<file path="config.mk">
export PLATFORM = sky130hd
export DESIGN_NAME = alu_seq_flat
export DESIGN_NICKNAME = d
export VERILOG_FILES = /design/src/rtl/alu_seq_if.sv /design/src/rtl/alu_seq.sv /design/src/flat_wrapper.sv
export SDC_FILE = /design/constraint.sdc
export NUM_CORES = 1
export LEC_CHECK = 0
export CORE_ASPECT_RATIO = 0.8
export CORE_MARGIN = 4
export CORE_UTILIZATION = 35
export CTS_CLUSTER_SIZE = 12
export DETAILED_ROUTE_END_ITERATION = 12
export PLACE_DENSITY = 0.57
export SLEW_MARGIN = 20
export SYNTH_ARGS = -nofsm -noshare
export SYNTH_HDL_FRONTEND = slang
export SYNTH_SLANG_ARGS = --single-unit
</file>
<file path="constraint.sdc">
create_clock -name clk -period 4.14 [get_ports clk]
set_input_delay 0.828 -clock clk [delete_from_list [all_inputs] [get_ports clk]]
set_output_delay 0.828 -clock clk [all_outputs]
set_load 0.05 [all_outputs]
</file>
<file path="src/rtl/alu_seq_if.sv">
// Request/result bundle for alu_seq: operation request handshake plus registered outputs.
// Ports: in_valid/in_ready/op/set_flags/a/b (request), result/out_valid/flags/busy (response).
// master drives requests; slave is the ALU side.
interface alu_seq_if #(
    parameter int W = 8
);
    logic         in_valid;
    logic         in_ready;
    logic [3:0]   op;
    logic         set_flags;
    logic [W-1:0] a;
    logic [W-1:0] b;
    logic [W-1:0] result;
    logic         out_valid;
    logic [3:0]   flags;
    logic         busy;

    modport master (
        output in_valid, op, set_flags, a, b,
        input  in_ready, result, out_valid, flags, busy
    );

    modport slave (
        input  in_valid, op, set_flags, a, b,
        output in_ready, result, out_valid, flags, busy
    );
endinterface

</file>
<file path="src/rtl/alu_seq.sv">
// Registered W-bit ALU with NZCV flag register, shifts/rotates and a shift-add multiplier.
// Latency: single-cycle ops complete at the accepting edge; MUL completes W edges later.
// Backpressure: in_ready low while the multiplier runs or reset is held; ports: clk, rst_n, bus (slave).
module alu_seq #(
    parameter  int W  = 8,
    localparam int SW = $clog2(W)
) (
    input  logic       clk,
    input  logic       rst_n,
    alu_seq_if.slave   bus
);
    localparam logic [3:0] OP_ADD = 4'h0, OP_SUB = 4'h1, OP_RSB = 4'h2, OP_BIC = 4'h3,
                           OP_AND = 4'h4, OP_OR  = 4'h5, OP_XOR = 4'h6, OP_XNR = 4'h7,
                           OP_LSL = 4'h8, OP_LSR = 4'h9, OP_ASR = 4'hA, OP_ROR = 4'hB,
                           OP_MUL = 4'hC, OP_CMP = 4'hD, OP_MOV = 4'hE, OP_MVN = 4'hF;

    localparam logic [SW-1:0] LAST = SW'(W - 1);

    typedef enum logic {IDLE, MUL_RUN} state_t;
    state_t state, state_nxt;

    logic              accept;
    logic [SW-1:0]     sh;
    logic [W:0]        add_w, sub_w, rsb_w, lsl_w, lsr_w;
    logic signed [W:0] asr_w;
    logic [W-1:0]      ror_w;
    logic [W-1:0]      alu_val;
    logic              alu_c, alu_v;
    logic [2*W-1:0]    acc, mcand, mul_sum;
    logic [W-1:0]      mplier;
    logic [SW-1:0]     cnt;
    logic              mul_sf;
    logic              mul_hi_nz;

    // rst_n gates in_ready so the block refuses requests while reset is held.
    assign bus.in_ready = rst_n && (state == IDLE);
    assign bus.busy     = (state == MUL_RUN);
    assign accept       = bus.in_valid && bus.in_ready;
    assign sh           = bus.b[SW-1:0];

    // Extra bit on each shifter catches the last bit shifted out (0 when sh==0).
    assign add_w = {1'b0, bus.a} + {1'b0, bus.b};
    assign sub_w = {1'b0, bus.a} - {1'b0, bus.b};
    assign rsb_w = {1'b0, bus.b} - {1'b0, bus.a};
    assign lsl_w = {1'b0, bus.a} << sh;
    assign lsr_w = {bus.a, 1'b0} >> sh;
    assign asr_w = $signed({bus.a, 1'b0}) >>> sh;
    // Triple copy keeps the rotate correct for any sh < 2W without a modulo.
    assign ror_w = W'({bus.a, bus.a, bus.a} >> sh);

    always_comb begin
        alu_val = '0;
        alu_c   = 1'b0;
        alu_v   = 1'b0;
        case (bus.op)
            OP_ADD: begin
                alu_val = add_w[W-1:0];
                alu_c   = add_w[W];
                alu_v   = (bus.a[W-1] == bus.b[W-1]) && (add_w[W-1] != bus.a[W-1]);
            end
            OP_SUB, OP_CMP: begin
                alu_val = sub_w[W-1:0];
                alu_c   = sub_w[W];
                alu_v   = (bus.a[W-1] != bus.b[W-1]) && (sub_w[W-1] != bus.a[W-1]);
            end
            OP_RSB: begin
                alu_val = rsb_w[W-1:0];
                alu_c   = rsb_w[W];
                alu_v   = (bus.a[W-1] != bus.b[W-1]) && (rsb_w[W-1] != bus.b[W-1]);
            end
            OP_BIC: alu_val = bus.a & ~bus.b;
            OP_AND: alu_val = bus.a & bus.b;
            OP_OR:  alu_val = bus.a | bus.b;
            OP_XOR: alu_val = bus.a ^ bus.b;
            OP_XNR: alu_val = ~(bus.a ^ bus.b);
            OP_LSL: begin
                alu_val = lsl_w[W-1:0];
                alu_c   = lsl_w[W];
            end
            OP_LSR: begin
                alu_val = lsr_w[W:1];
                alu_c   = lsr_w[0];
            end
            OP_ASR: begin
                alu_val = asr_w[W:1];
                alu_c   = asr_w[0];
            end
            OP_ROR: begin
                alu_val = ror_w;
                alu_c   = (sh != '0) && ror_w[W-1];
            end
            OP_MOV: alu_val = bus.b;
            OP_MVN: alu_val = ~bus.b;
            default: ;
        endcase
    end

    assign mul_sum   = acc + (mplier[0] ? mcand : '0);
    assign mul_hi_nz = (mul_sum[2*W-1:W] != '0);

    always_ff @(posedge clk or negedge rst_n) begin
        if (!rst_n) state <= IDLE;
        else        state <= state_nxt;
    end

    always_comb begin
        state_nxt = state;
        case (state)
            IDLE:    if (accept && bus.op == OP_MUL) state_nxt = MUL_RUN;
            MUL_RUN: if (cnt == LAST) state_nxt = IDLE;
            default: state_nxt = IDLE;
        endcase
    end

    always_ff @(posedge clk or negedge rst_n) begin
        if (!rst_n) begin
            bus.result    <= '0;
            bus.out_valid <= 1'b0;
            bus.flags     <= 4'b0000;
            acc           <= '0;
            mcand         <= '0;
            mplier        <= '0;
            cnt           <= '0;
            mul_sf        <= 1'b0;
        end else begin
            bus.out_valid <= 1'b0;
            if (accept) begin
                if (bus.op == OP_MUL) begin
                    // Operands and set_flags are captured so the requester may move on.
                    acc    <= '0;
                    mcand  <= {{W{1'b0}}, bus.a};
                    mplier <= bus.b;
                    cnt    <= '0;
                    mul_sf <= bus.set_flags;
                end else begin
                    bus.out_valid <= 1'b1;
                    if (bus.op != OP_CMP) bus.result <= alu_val;
                    if (bus.set_flags)
                        bus.flags <= {alu_val[W-1], alu_val == '0, alu_c, alu_v};
                end
            end else if (state == MUL_RUN) begin
                acc    <= mul_sum;
                mcand  <= mcand << 1;
                mplier <= mplier >> 1;
                cnt    <= cnt + SW'(1);
                if (cnt == LAST) begin
                    bus.out_valid <= 1'b1;
                    bus.result    <= mul_sum[W-1:0];
                    if (mul_sf)
                        bus.flags <= {mul_sum[W-1], mul_sum[W-1:0] == '0, mul_hi_nz, mul_hi_nz};
                end
            end
        end
    end
endmodule
</file>
<file path="src/flat_wrapper.sv">
// flat-port wrapper written by rule: the top's interface ports become plain ports
module alu_seq_flat 
#(
    parameter  int W  = 8,
    localparam int SW = $clog2(W)
)
  (clk, rst_n, bus_in_valid, bus_op, bus_set_flags, bus_a, bus_b, bus_in_ready, bus_result, bus_out_valid, bus_flags, bus_busy);
  alu_seq_if #(.W(W)) bus_i ();
  input  logic clk;
  input  logic rst_n;
  input wire logic [$bits(bus_i.in_valid)-1:0] bus_in_valid;
  input wire logic [$bits(bus_i.op)-1:0] bus_op;
  input wire logic [$bits(bus_i.set_flags)-1:0] bus_set_flags;
  input wire logic [$bits(bus_i.a)-1:0] bus_a;
  input wire logic [$bits(bus_i.b)-1:0] bus_b;
  output wire logic [$bits(bus_i.in_ready)-1:0] bus_in_ready;
  output wire logic [$bits(bus_i.result)-1:0] bus_result;
  output wire logic [$bits(bus_i.out_valid)-1:0] bus_out_valid;
  output wire logic [$bits(bus_i.flags)-1:0] bus_flags;
  output wire logic [$bits(bus_i.busy)-1:0] bus_busy;
  assign bus_i.in_valid = bus_in_valid;
  assign bus_i.op = bus_op;
  assign bus_i.set_flags = bus_set_flags;
  assign bus_i.a = bus_a;
  assign bus_i.b = bus_b;
  assign bus_in_ready = bus_i.in_ready;
  assign bus_result = bus_i.result;
  assign bus_out_valid = bus_i.out_valid;
  assign bus_flags = bus_i.flags;
  assign bus_busy = bus_i.busy;
  alu_seq #(.W(W)) u_core (.clk(clk), .rst_n(rst_n), .bus(bus_i));
endmodule
</file>
Word-level counts from Yosys, hierarchy flattened. Cells that the tools add are included.

$add $sub $neg: 5. Equality and inequality tests: 26. Shifts and indexed selects: 4. Mux-type cells: 34. Bitwise gates (word level): 7. Reductions and logical operators: 20.

Operators by type and width (number): 2-to-1 mux 16 bit (7); case mux 8 bit (14 select lines) (1); 2-to-1 mux 8 bit (8); equality test 4 bit, second input constant (8); 2-to-1 mux 4 bit (6); >> shifter 24 x 3 -> 8 bit (1); subtractor 8 x 8 -> 9 bit (2); adder 16 bit (1); bitwise AND 8 bit (2); equality test 4 x 3 -> 1 bit, second input constant (4); logical NOT 8 bit (2); NOT 8 bit (2); adder 8 x 8 -> 9 bit (1); 2-to-1 mux 3 bit (3); << shifter 8 x 3 -> 9 bit (1); >> shifter 9 x 3 -> 9 bit (1); >>> shifter 9 x 3 -> 9 bit (1); equality test 4 x 2 -> 1 bit, second input constant (2); != test 2 bit, second input constant (4); bitwise OR 8 bit (1); nonzero test 8 bit (1); bitwise XOR 8 bit (1); logical AND 1 bit (7); case mux 1 bit (7 select lines) (1); other kinds (17) (28).

Flip-flop bits (word level): 58. Input port bits: 24.

Depth between registers and ports, before layout. Gate-level depths: netlist of the first run.

Depth after elaboration: 7. Gate-level depth with buffers: 14.

Worst setup path before layout of the first run. OpenSTA, ideal clock, no wires.

Path type: input port to flip-flop. Start: input port bus_b[1]. End: register u_core.bus.flags[0]. Library setup time: 0.144 ns. Arrival time: 3.518 ns. Slack: 0.478 ns. Stages on the path: 11. Path buffers: 2. Path through: clkbuf_1 > inv_1 > buf_1 > ha_1 > o21bai_1 > nor4b_1 > nor3_1 > o311ai_0 > xnor2_1 > a2111oi_0 > a2111oi_0.

Word-level cells in the longest chain between the ends: 7.

RTL lines: start, declared (RTL line flat_wrapper.sv:15) `input wire logic [$bits(bus_i.b)-1:0] bus_b;`; subtractor 8 x 8 -> 9 bit (tied with other cells) (RTL line alu_seq.sv:44) `assign rsb_w = {1'b0, bus.b} - {1'b0, bus.a};`; != test 1 bit, on equally long branches (RTL line alu_seq.sv:69, alu_seq.sv:59, alu_seq.sv:64); logical AND 1 bit, on equally long branches (RTL line alu_seq.sv:69, alu_seq.sv:59, alu_seq.sv:64); case mux 1 bit (3 select lines) (*) (RTL line alu_seq.sv:55) `case (bus.op)`; 2-to-1 mux 4 bit (*) (RTL line alu_seq.sv:138) `if (bus.set_flags)`; 2-to-1 mux 4 bit (*) (RTL line alu_seq.sv:128) `if (bus.op == OP_MUL) begin`; 2-to-1 mux 4 bit (*) (RTL line alu_seq.sv:127) `if (accept) begin`; end signal, assigned (RTL line alu_seq.sv:139) `bus.flags <= {alu_val[W-1], alu_val == '0, alu_c, alu_v};`; end signal, assigned (RTL line alu_seq.sv:150) `bus.flags <= {mul_sum[W-1], mul_sum[W-1:0] == '0, mul_hi_nz, mul_hi_nz};`; end, declared (RTL line alu_seq_if.sv:25) `output in_ready, result, out_valid, flags, busy`.

Every way passes the cells marked *; elsewhere a longest branch is shown, timed or not. The select of a mux whose other input is x is not followed. A chain may end at the register's enable or synchronous reset.

Final worst setup path of the first run.
Start: input port bus_a[5]. End: register u_core.bus.flags[3].

Word-level cells in the longest chain between the ends: 5.

RTL lines: start, declared (RTL line flat_wrapper.sv:14) `input wire logic [$bits(bus_i.a)-1:0] bus_a;`; subtractor 8 x 8 -> 9 bit (tied with other cells) (RTL line alu_seq.sv:44); case mux 8 bit (14 select lines) (*) (RTL line alu_seq.sv:55); 2-to-1 mux 4 bit (*) (RTL line alu_seq.sv:138); 2-to-1 mux 4 bit (*) (RTL line alu_seq.sv:128); 2-to-1 mux 4 bit (*) (RTL line alu_seq.sv:127).

Marks and branches as above.

==> flow_summary.toml, run 1 <==
[status]
run_status = "finished clean"

[setup_path]
critPathKind = "primary input to flop"
setup.worst_path.start_class = "primary input"
crit_top_cell = "inv_1"
path_max_fanout = 7
endpoint_kind = "flop"
slowest_delay_ns = 0.47
cp.required_ns = 4.34
slowest_stage = "clkdlybuf4s50_1"
worstPathArrival_ns = 3.87
worstPathCellList = "clkdlybuf4s50_1 -> inv_1 -> ha_1 -> inv_1 -> a221oi_1 -> o221ai_1 -> a221o_1 -> a221oi_1 -> inv_1 -> a22oi_1 -> a21oi_1"

[grt]
grt_overflow = 0
grt_pass1_wl_um = 32300
antenna_found_initial = 0
first_global_vias = 5702
grt_max_degree = 60
grtUsageTotal_pct = 20.4

[sta]
slew-limit-headroom_pct = 51.1
min_period_ns = 3.68
rsz0062_at_grt = "no"
timing.fmax_mhz = 272
tightest_slew_ns = 0.725
finalClockSkew_ns = 0.00902
setup_viol = 0
whs_ns = 0.461
slew_viol_final = 0
period_share_pct = 88.8
hold_viol_final = 0
tns_ns = 0

[routing]
wl_per_cell_um = 19.6
viasPerCell = 5.87
num_vias = 6112
first_pass_iters = 5
drc = 0
final_antenna_net_count = 0
drt-total-wl_um = 20400
first_iter_violations = 652

[power]
powerDensity_nw_per_um2 = 462
vdd_ir_drop_max_v = 0.000289
p_total_mw = 3.36
power_leakage_nw = 3.14

[logic_synthesis]
ys_ff_latch = 58
yosys.area_share.simple_pct = 20.3
synth_compound_area_share_pct = 28.5
synth_top_family_by_area = "compound AO/OA/AOI/OAI gates"
avgSynthCellArea_um2 = 8.01
seq_area_frac_synth_pct = 23.6
async_flop_share_pct = 100
synth_edf_count = 0
syn-num-nets = 847
synth_fa_ha_area_share_pct = 11.5
synthXorXnorAreaFrac_pct = 4.13
syn_inst = 769
synth_ff_type = "dfrtp_1"
netlist_area_um2 = 6160
ys_types = 71
ys_warn_count = 0
synthMuxAreaShare_pct = 6.22

[die]
die_y_um = 127
die_x_um = 156
fp.coreArea_um2 = 17300
pin_count = 39
initial_core_util_pct = 35.5
dieArea_um2 = 19800
rows = 43

[worst_hold_path]
hold_path.class = "primary input to async pin"

[finish]
nNetsFinal = 889
areaGrowthSynthToFinish_pct = 18.4
drive_gt1_share_pct = 10.8
instances_no_fill = 1042

[cts]
cts.path.max_buffers = 2
insertion_delay_ns = 0.32
cts_sinks = 58
cts_tree = "built"
cts_buffers = 9
h-tree-depth = 3
cts_root_buf = "clkbuf_16"
cts-resized-gates = 0
hold_buffers = 0
post-cts-setup-buffers = 0
clkTransAtPathRegs_ns = 0.05

[flow_run]
max_cap_violations = 0

[place]
dp_hpwl_um = 15800
dp.cells = 1025
gp_congestion = 0.997
port-buffer-count = 38
registers in the layout (all words and copies together) (netlist names):
register	count
u_core.mplier	8
u_core.acc	16
u_core.cnt	3
u_core.bus.busy	1
u_core.mcand	16
u_core.mul_sf	1
u_core.bus.out_valid	1
u_core.bus.result	8
u_core.bus.flags	4
cells in the final DEF (no fill, tap or decap), drive strengths merged, types with 11 or more instances in the layout:
master / netlist / final
nor2: 66 / 66
a21oi: 65 / 65
nand2: 62 / 62
dfrtp: 58 / 58
o21ai: 51 / 51
buf: 19 / 51
ha: 50 / 50
clkdlybuf4s50: 0 / 37
inv: 36 / 36
nor3: 27 / 27
a22o: 22 / 22
mux2i: 18 / 18
and2: 17 / 17
xnor2: 16 / 16
a31oi: 13 / 13
xor2: 13 / 13
a211oi: 12 / 12
a21o: 12 / 12
nand2b: 11 / 11
o31ai: 11 / 11
clkbuf: 38 / 11
power by group:
part	leakage (nW)	switching, mW	internal, mW
logic	2.25	1.08	0.660
clock network	0.131	0.257	0.417
registers	0.764	0.157	0.792
total	3.14	1.49	1.87
worst max-delay path, delay by kind of cell:
family	cells	cell delay, ns
compound gates	6	1.74
fa+ha+maj	1	0.43
buf+inv	4	0.87
cell type report:
class | instances | area, um^2
Fill cell | 1761 | 10000
Multi-Input combinational cell | 618 | 4350
Sequential cell | 58 | 1450
Timing Repair Buffer | 88 | 788
Tap cell | 225 | 282
Clock buffer | 11 | 243
Inverter | 36 | 135
Clock inverter | 5 | 30.0
Antenna cell | 1 | 2.50
metrics by stage:
step                setup WS, ns  cell area [um^2]  util [%]
global route               0.142              7280      42.0
finish                     0.463              7290      42.1
floorplan                  0.478              6160         -
CTS                        0.505              7280      42.0
global placement           0.159              7010      40.5
detailed placement         0.191              7010      40.5
cells in the mapped netlist (all sizes together) (4+ instances only):
library cell | n | area [um^2]
clkbuf | 38 | 143
o21bai | 4 | 30.0
nor3 | 27 | 135
dfrtp | 58 | 1450
nor3b | 6 | 45.0
a221o | 4 | 40.0
xnor2 | 16 | 140
nor4b | 4 | 35.0
o2111ai | 4 | 35.0
or3 | 4 | 25.0
nor2b | 9 | 56.3
nor4 | 6 | 37.5
mux4 | 8 | 180
nand3 | 7 | 35.0
o21ai | 51 | 259
o21a | 4 | 30.0
a31oi | 13 | 81.3
o221ai | 6 | 52.6
a211oi | 12 | 95.1
a22oi | 6 | 45.0
nand2b | 11 | 68.8
ha | 50 | 626
o31ai | 11 | 82.6
inv | 36 | 135
a221oi | 6 | 52.6
a2111oi | 5 | 43.8
xor2 | 13 | 114
nor2 | 66 | 248
nand4 | 6 | 37.5
and3 | 5 | 31.3
mux2i | 18 | 180
and2 | 17 | 106
o211ai | 5 | 37.5
fa | 4 | 80.1
o32ai | 4 | 35.0
nand2 | 62 | 233
a22o | 22 | 193
buf | 19 | 85.1
a21o | 12 | 91.3
or2 | 4 | 25.0
a21oi | 65 | 325
per-layer routing:
| metal | vias up | track usage, % | share of wire, % |
|---|---|---|---|
| li1 | 2934 | - | - |
| met1 | 2873 | 31.6 | 49 |
| met2 | 291 | 27.2 | 39 |
| met3 | 14 | 7.54 | 12 |
| met4 | 0 | 3.37 | 0.96 |
| met5 | - | 0 | 0 |
cell families (layout without fill, tap and decap cells):
logic type,after synthesis,count (layout)
and+or+nand+nor,248,248
other,0,1
xor gates and xnor gates,29,29
AOI/OAI and AO/OA,259,259
adders and majority gates,54,54
muxes,28,28
buffers and inverters,93,140
DFF,58,58
path summary, 6_finish.rpt:
kind                                       start  slack (ns)  cells past startpoint                    to
worst max-delay path                    bus_a[5]        0.46                     11   u_core.bus.flags[3]
worst min-delay path                       rst_n        0.46                      1  u_core.bus.result[5]
worst max register to register  u_core.mplier[0]        0.55                     11   u_core.bus.flags[1]
worst min register to register  u_core.mplier[1]        0.47                      2      u_core.mplier[1]
max in group asynchronous                  rst_n        2.76                      2      u_core.mplier[7]
min in group clk                u_core.mplier[1]        0.47                      2      u_core.mplier[1]
(Power assumes the default switching activity.)
==> run 2, diff against run 1 <==
Settings changed: CORE_UTILIZATION 35 to 40, PLACE_DENSITY 0.57 to 0.63.
==> flow_summary.toml, run 2 (synthesis gave the netlist of run 1 again) <==
[sta]
tns_ns = 0
period_share_pct = 90.4
finalClockSkew_ns = 0.00542
tightest_slew_ns = 1.02
setup_viol = 0
slew_viol_final = 0
setup_ws_ns = 0.397
rsz0062_at_grt = "no"
min_period_ns = 3.74
whs_ns = 0.332
hold_viol_final = 0
slew-limit-headroom_pct = 30.8
timing.fmax_mhz = 267

[power]
power_frac_clock_pct = 22.5
p_comb_share_pct = 50.6
p_seq_share_pct = 26.8
vdd_ir_drop_max_v = 0.000232
switching_power_mw = 1.52
p_int_mw = 2.00
switching_share_pct = 43.3
powerDensity_nw_per_um2 = 480
power_leakage_nw = 3.18

[routing]
drt-total-wl_um = 21900
final_antenna_net_count = 0
wl_per_cell_um = 21.3
viasPerCell = 6.15
first_iter_violations = 667
drc = 0
first_pass_iters = 7
num_vias = 6335

[setup_path]
timing.rr.start = "u_core.mplier[0]"
endpoint_kind = "flop"
worstPathArrival_ns = 3.92
cp.required_ns = 4.31
crit_buf_inv = 4
worstPathCellList = "clkdlybuf4s50_1 -> inv_1 -> ha_1 -> inv_1 -> a221oi_1 -> o221ai_1 -> a221o_1 -> a221oi_1 -> inv_1 -> a22oi_1 -> a21oi_1"
setup.worst_path.start_class = "primary input"
slowest_delay_ns = 0.53
crit_top_cell = "inv_1"
path_max_fanout = 7
reg2reg_depth = 11
critPathLaunch = "bus_a[5]"
worst-path-stages = 11
slowest_stage = "clkdlybuf4s50_1"
critPathKind = "primary input to flop"
crit_family = "compound AO/OA/AOI/OAI gates"

[finish]
antennaDiodeCount = 0
drive_gt1_share_pct = 11.2
reg_top3 = "u_core.acc x16, u_core.mcand x16"
final_cell_mix = "nor2_1 (65), a21oi_1 (65), nand2_1 (62)"
areaGrowthSynthToFinish_pct = 19.1
nNetsFinal = 893
instances_no_fill = 1030
nFillCells = 1476

[place]
dp.cells = 1013
dp_hpwl_um = 17000
port-buffer-count = 38
dp_slack_ns = 0.156
gp_congestion = 0.962

[grt]
first_global_vias = 5850
grt_pass1_wl_um = 33900
grtUsageTotal_pct = 24.5
grt_max_degree = 60
antenna_found_initial = 0
grt_overflow = 0

[cts]
cts-resized-gates = 0
cts_sinks = 58
insertion_delay_ns = 0.32
cts.path.max_buffers = 2
h-tree-depth = 3
cts_tree = "built"
post-cts-setup-buffers = 0
clkTransAtPathRegs_ns = 0.05
cts_buffers = 9
cts_root_buf = "clkbuf_16"
hold_buffers = 0

[worst_hold_path]
hold_path.class = "primary input to async pin"

[flow_run]
max_cap_violations = 0

[die]
rows = 40
fp.coreArea_um2 = 15100
die_x_um = 147
initial_core_util_pct = 40.9
dieArea_um2 = 17500
die_y_um = 119
pin_count = 39

[status]
run_status = "finished clean"
## run 2: power by group through the flow
stage	Combinational, mW	Sequential (mW)	Clock (mW)
floorplan	1.01	1.10	0
global placement	1.70	0.940	0
detailed placement	1.73	0.949	0
CTS	1.74	0.941	0.805
global route	1.95	0.972	0.842
finish	1.78	0.945	0.793
## run 2: per-stage QoR
| stage | total power [mW] | cell area (um^2) | util, % |
|---|---|---|---|
| global route | 3.77 | 7330 | 48.7 |
| floorplan | 2.11 | 6160 | - |
| detailed placement | 2.68 | 6990 | 46.4 |
| finish | 3.52 | 7330 | 48.7 |
| CTS | 3.49 | 7310 | 48.5 |
| global placement | 2.64 | 6990 | 46.4 |
## run 2: worst paths after layout
| path | endpoint | slack, ns |
|---|---|---|
| max in group asynchronous | u_core.mplier[2] | 2.90 |
| max reg2reg | u_core.bus.flags[1] | 0.49 |
| min | u_core.bus.result[0] | 0.33 |
| min reg2reg | u_core.mplier[7] | 0.48 |
| min in group clk | u_core.mplier[7] | 0.48 |
| max | u_core.bus.flags[3] | 0.40 |
## run 2: layout make-up
cell class | count | area [um^2] | share of cell area (%)
repair buffers | 92 | 806 | 11.0
well taps | 210 | 263 | 3.58
clock inverters | 5 | 77.6 | 1.06
flip-flops and latches | 58 | 1450 | 19.8
multi-input cells | 618 | 4350 | 59.4
inverters | 36 | 135 | 1.84
clock buffers | 11 | 243 | 3.31
## run 2: layer usage
layer / part of all wire [%] / wire [um] / up-vias / global-route usage, %
li1: - / - / 2951 / -
met1: 47 / 10200 / 3015 / 37.4
met2: 40 / 8830 / 335 / 34.1
met3: 12 / 2540 / 34 / 7.80
met4: 1.3 / 279 / 0 / 3.64
met5: 0 / 0 / - / 0
==> run 3, diff against run 2 <==
Settings changed: ABC_CLOCK_PERIOD_IN_PS set to 3450.
Clock period 4.14 ns to 3.45 ns, I/O delays scaled along.
==> flow_summary.toml, run 3 (synthesis gave the netlist of run 1 again) <==
[finish]
final_cell_mix = "buf_4 (121), nor2_1 (65), nand2_1 (62)"
reg_top3 = "u_core.acc x16, u_core.mcand x16"
antennaDiodeCount = 0
nNetsFinal = 963
areaGrowthSynthToFinish_pct = 28.6
nFillCells = 1413
fin_util_pct = 52.6
drive_gt1_share_pct = 20.4
layout.cells.most_common = "buf_4"

[cts]
cts_buffers = 9
cts_sinks = 58
cts.path.max_buffers = 2
clkTransAtPathRegs_ns = 0.06
cts_root_buf = "clkbuf_16"
h-tree-depth = 3
hold_buffers = 0
insertion_delay_ns = 0.33
cts_tree = "built"

[grt]
grt_max_degree = 60
grt_overflow = 0
grt_pass1_wl_um = 34600
gr-max-usage-layer = "met1"
grtUsageMet2_pct = 34.7
first_global_vias = 6153
grt_use_met3_pct = 8.18
gr-usage-met1_pct = 37.6
grtUsageTotal_pct = 25.1
antenna_found_initial = 0

[die]
pin_count = 39
fp.coreArea_um2 = 15100
die_y_um = 119
initial_core_util_pct = 40.9
dieArea_um2 = 17500
rows = 40
die_x_um = 147

[setup_path]
critPathLaunch = "u_core.mplier[0]"
reg2reg_depth = 11
timing.rr.start = "u_core.mplier[0]"
reg2reg_to = "u_core.bus.flags[1]"
endpoint_kind = "flop"
r2r_slack_ns = 0.02
critPathKind = "flop to flop"
path_max_fanout = 15
worstPathArrival_ns = 3.63
cp.required_ns = 3.66
setup.worst_path.start_class = "flop"

[routing]
final_antenna_net_count = 0
viasPerCell = 6.04
num_vias = 6634
drc = 0
first_pass_iters = 5
wl_per_cell_um = 20.6
first_iter_violations = 730
drt-total-wl_um = 22700

[power]
p_int_mw = 2.44
switching_share_pct = 43.8
vdd_ir_drop_max_v = 0.000246
switching_power_mw = 1.90
power_leakage_nw = 3.51
p_comb_share_pct = 54.8
p_total_mw = 4.34
p_seq_share_pct = 26.4
powerDensity_nw_per_um2 = 548
power_frac_clock_pct = 18.7

[worst_hold_path]
hold_path.class = "primary input to async pin"

[sta]
min_period_ns = 3.43
timing.fmax_mhz = 292
hold_viol_final = 0
tightest_slew_ns = 0.576
finalClockSkew_ns = 0.0101
slew_viol_final = 0
period_share_pct = 99.3
slew-limit-headroom_pct = 61.6
rsz0062_at_grt = "yes"
setup_viol = 0

[flow_run]
max_cap_violations = 0

[place]
gp_congestion = 1.02
port-buffer-count = 38
dp_hpwl_um = 17600

[status]
run_status = "finished clean"
[run 3: changes by cell type in the layout (fill, tap and decap cells not counted), moves of 2 or more]
cell | before | now
bufinv_16 | 2 | 0
nor3_1 | 27 | 24
ha_2 | 0 | 5
a221oi_2 | 0 | 2
buf_4 | 52 | 121
nor3_2 | 0 | 3
a21oi_2 | 0 | 3
a21oi_1 | 65 | 61
ha_1 | 50 | 45
a221oi_1 | 6 | 4
[run 3: final cells by class]
cell class	count	area [um^2]	share of cell area (%)
Clock buffer	12	256	3.24
Clock inverter	3	15.0	0.190
Inverter	36	135	1.71
Multi-Input combinational cell	618	4450	56.2
Sequential cell	58	1450	18.3
Tap cell	210	263	3.32
Timing Repair Buffer	162	1340	17.0
[run 3: stage by stage]
| stage | area, um^2 | setup slack [ns] | hold WS (ns) | std cells | TNS [ns] |
|---|---|---|---|---|---|
| CTS | 7790 | -0.0909 | 0.272 | 1095 | -0.0909 |
| global placement | 7500 | -0.253 | 0.465 | 1080 | -1.17 |
| floorplan | 6160 | 0.0870 | 0.394 | 769 | 0 |
| finish | 7920 | 0.0241 | 0.263 | 1099 | 0 |
| global route | 7920 | -0.0326 | 0.289 | 1099 | -0.0326 |
| detailed placement | 7500 | -0.269 | 0.471 | 1080 | -1.58 |
[run 3: worst max-delay path by stage]
stage | cells past startpoint | slack [ns] | end
floorplan | 14 | 0.09 | u_core.bus.result[6]
global placement | 12 | -0.25 | u_core.bus.flags[0]
detailed placement | 12 | -0.27 | u_core.bus.flags[0]
CTS | 11 | -0.09 | u_core.bus.flags[1]
global route | 11 | -0.03 | u_core.bus.flags[1]
finish | 11 | 0.02 | u_core.bus.flags[1]
[run 3: what timing repair did]
action,CTS,global route
pin swaps,0,8
setup endpoints to repair,2,8
setup buffers,0,3
cloned,0,0
gates resized for setup,3,22
[run 3: routing by layer]
metal,up-vias,share of wire [%]
li1,3077,-
met1,3174,46
met2,346,41
met3,37,12
met4,0,1.6
met5,-,0
[run 3: power by group through the flow]
stage                     logic, mW  clock network, mW  registers [mW]
after global placement         2.16                  0            1.14
after CTS                      2.25              0.823            1.14
after floorplan                1.21                  0            1.33
after detailed placement       2.21                  0            1.15
final                          2.38              0.813            1.15
after global routing           2.57              0.854            1.18
[run 3: worst max-delay path: stages (launching register included)]
cell and delay [ns]:
dfrtp_1 0.39, buf_4 0.18, and2_1 0.20, ha_2 0.39, a21o_1 0.15, a21oi_2 0.08
a211o_1 0.32, a21oi_2 0.21, mux2i_1 0.30, nand4b_1 0.19, or4b_4 0.58, a221o_1 0.30
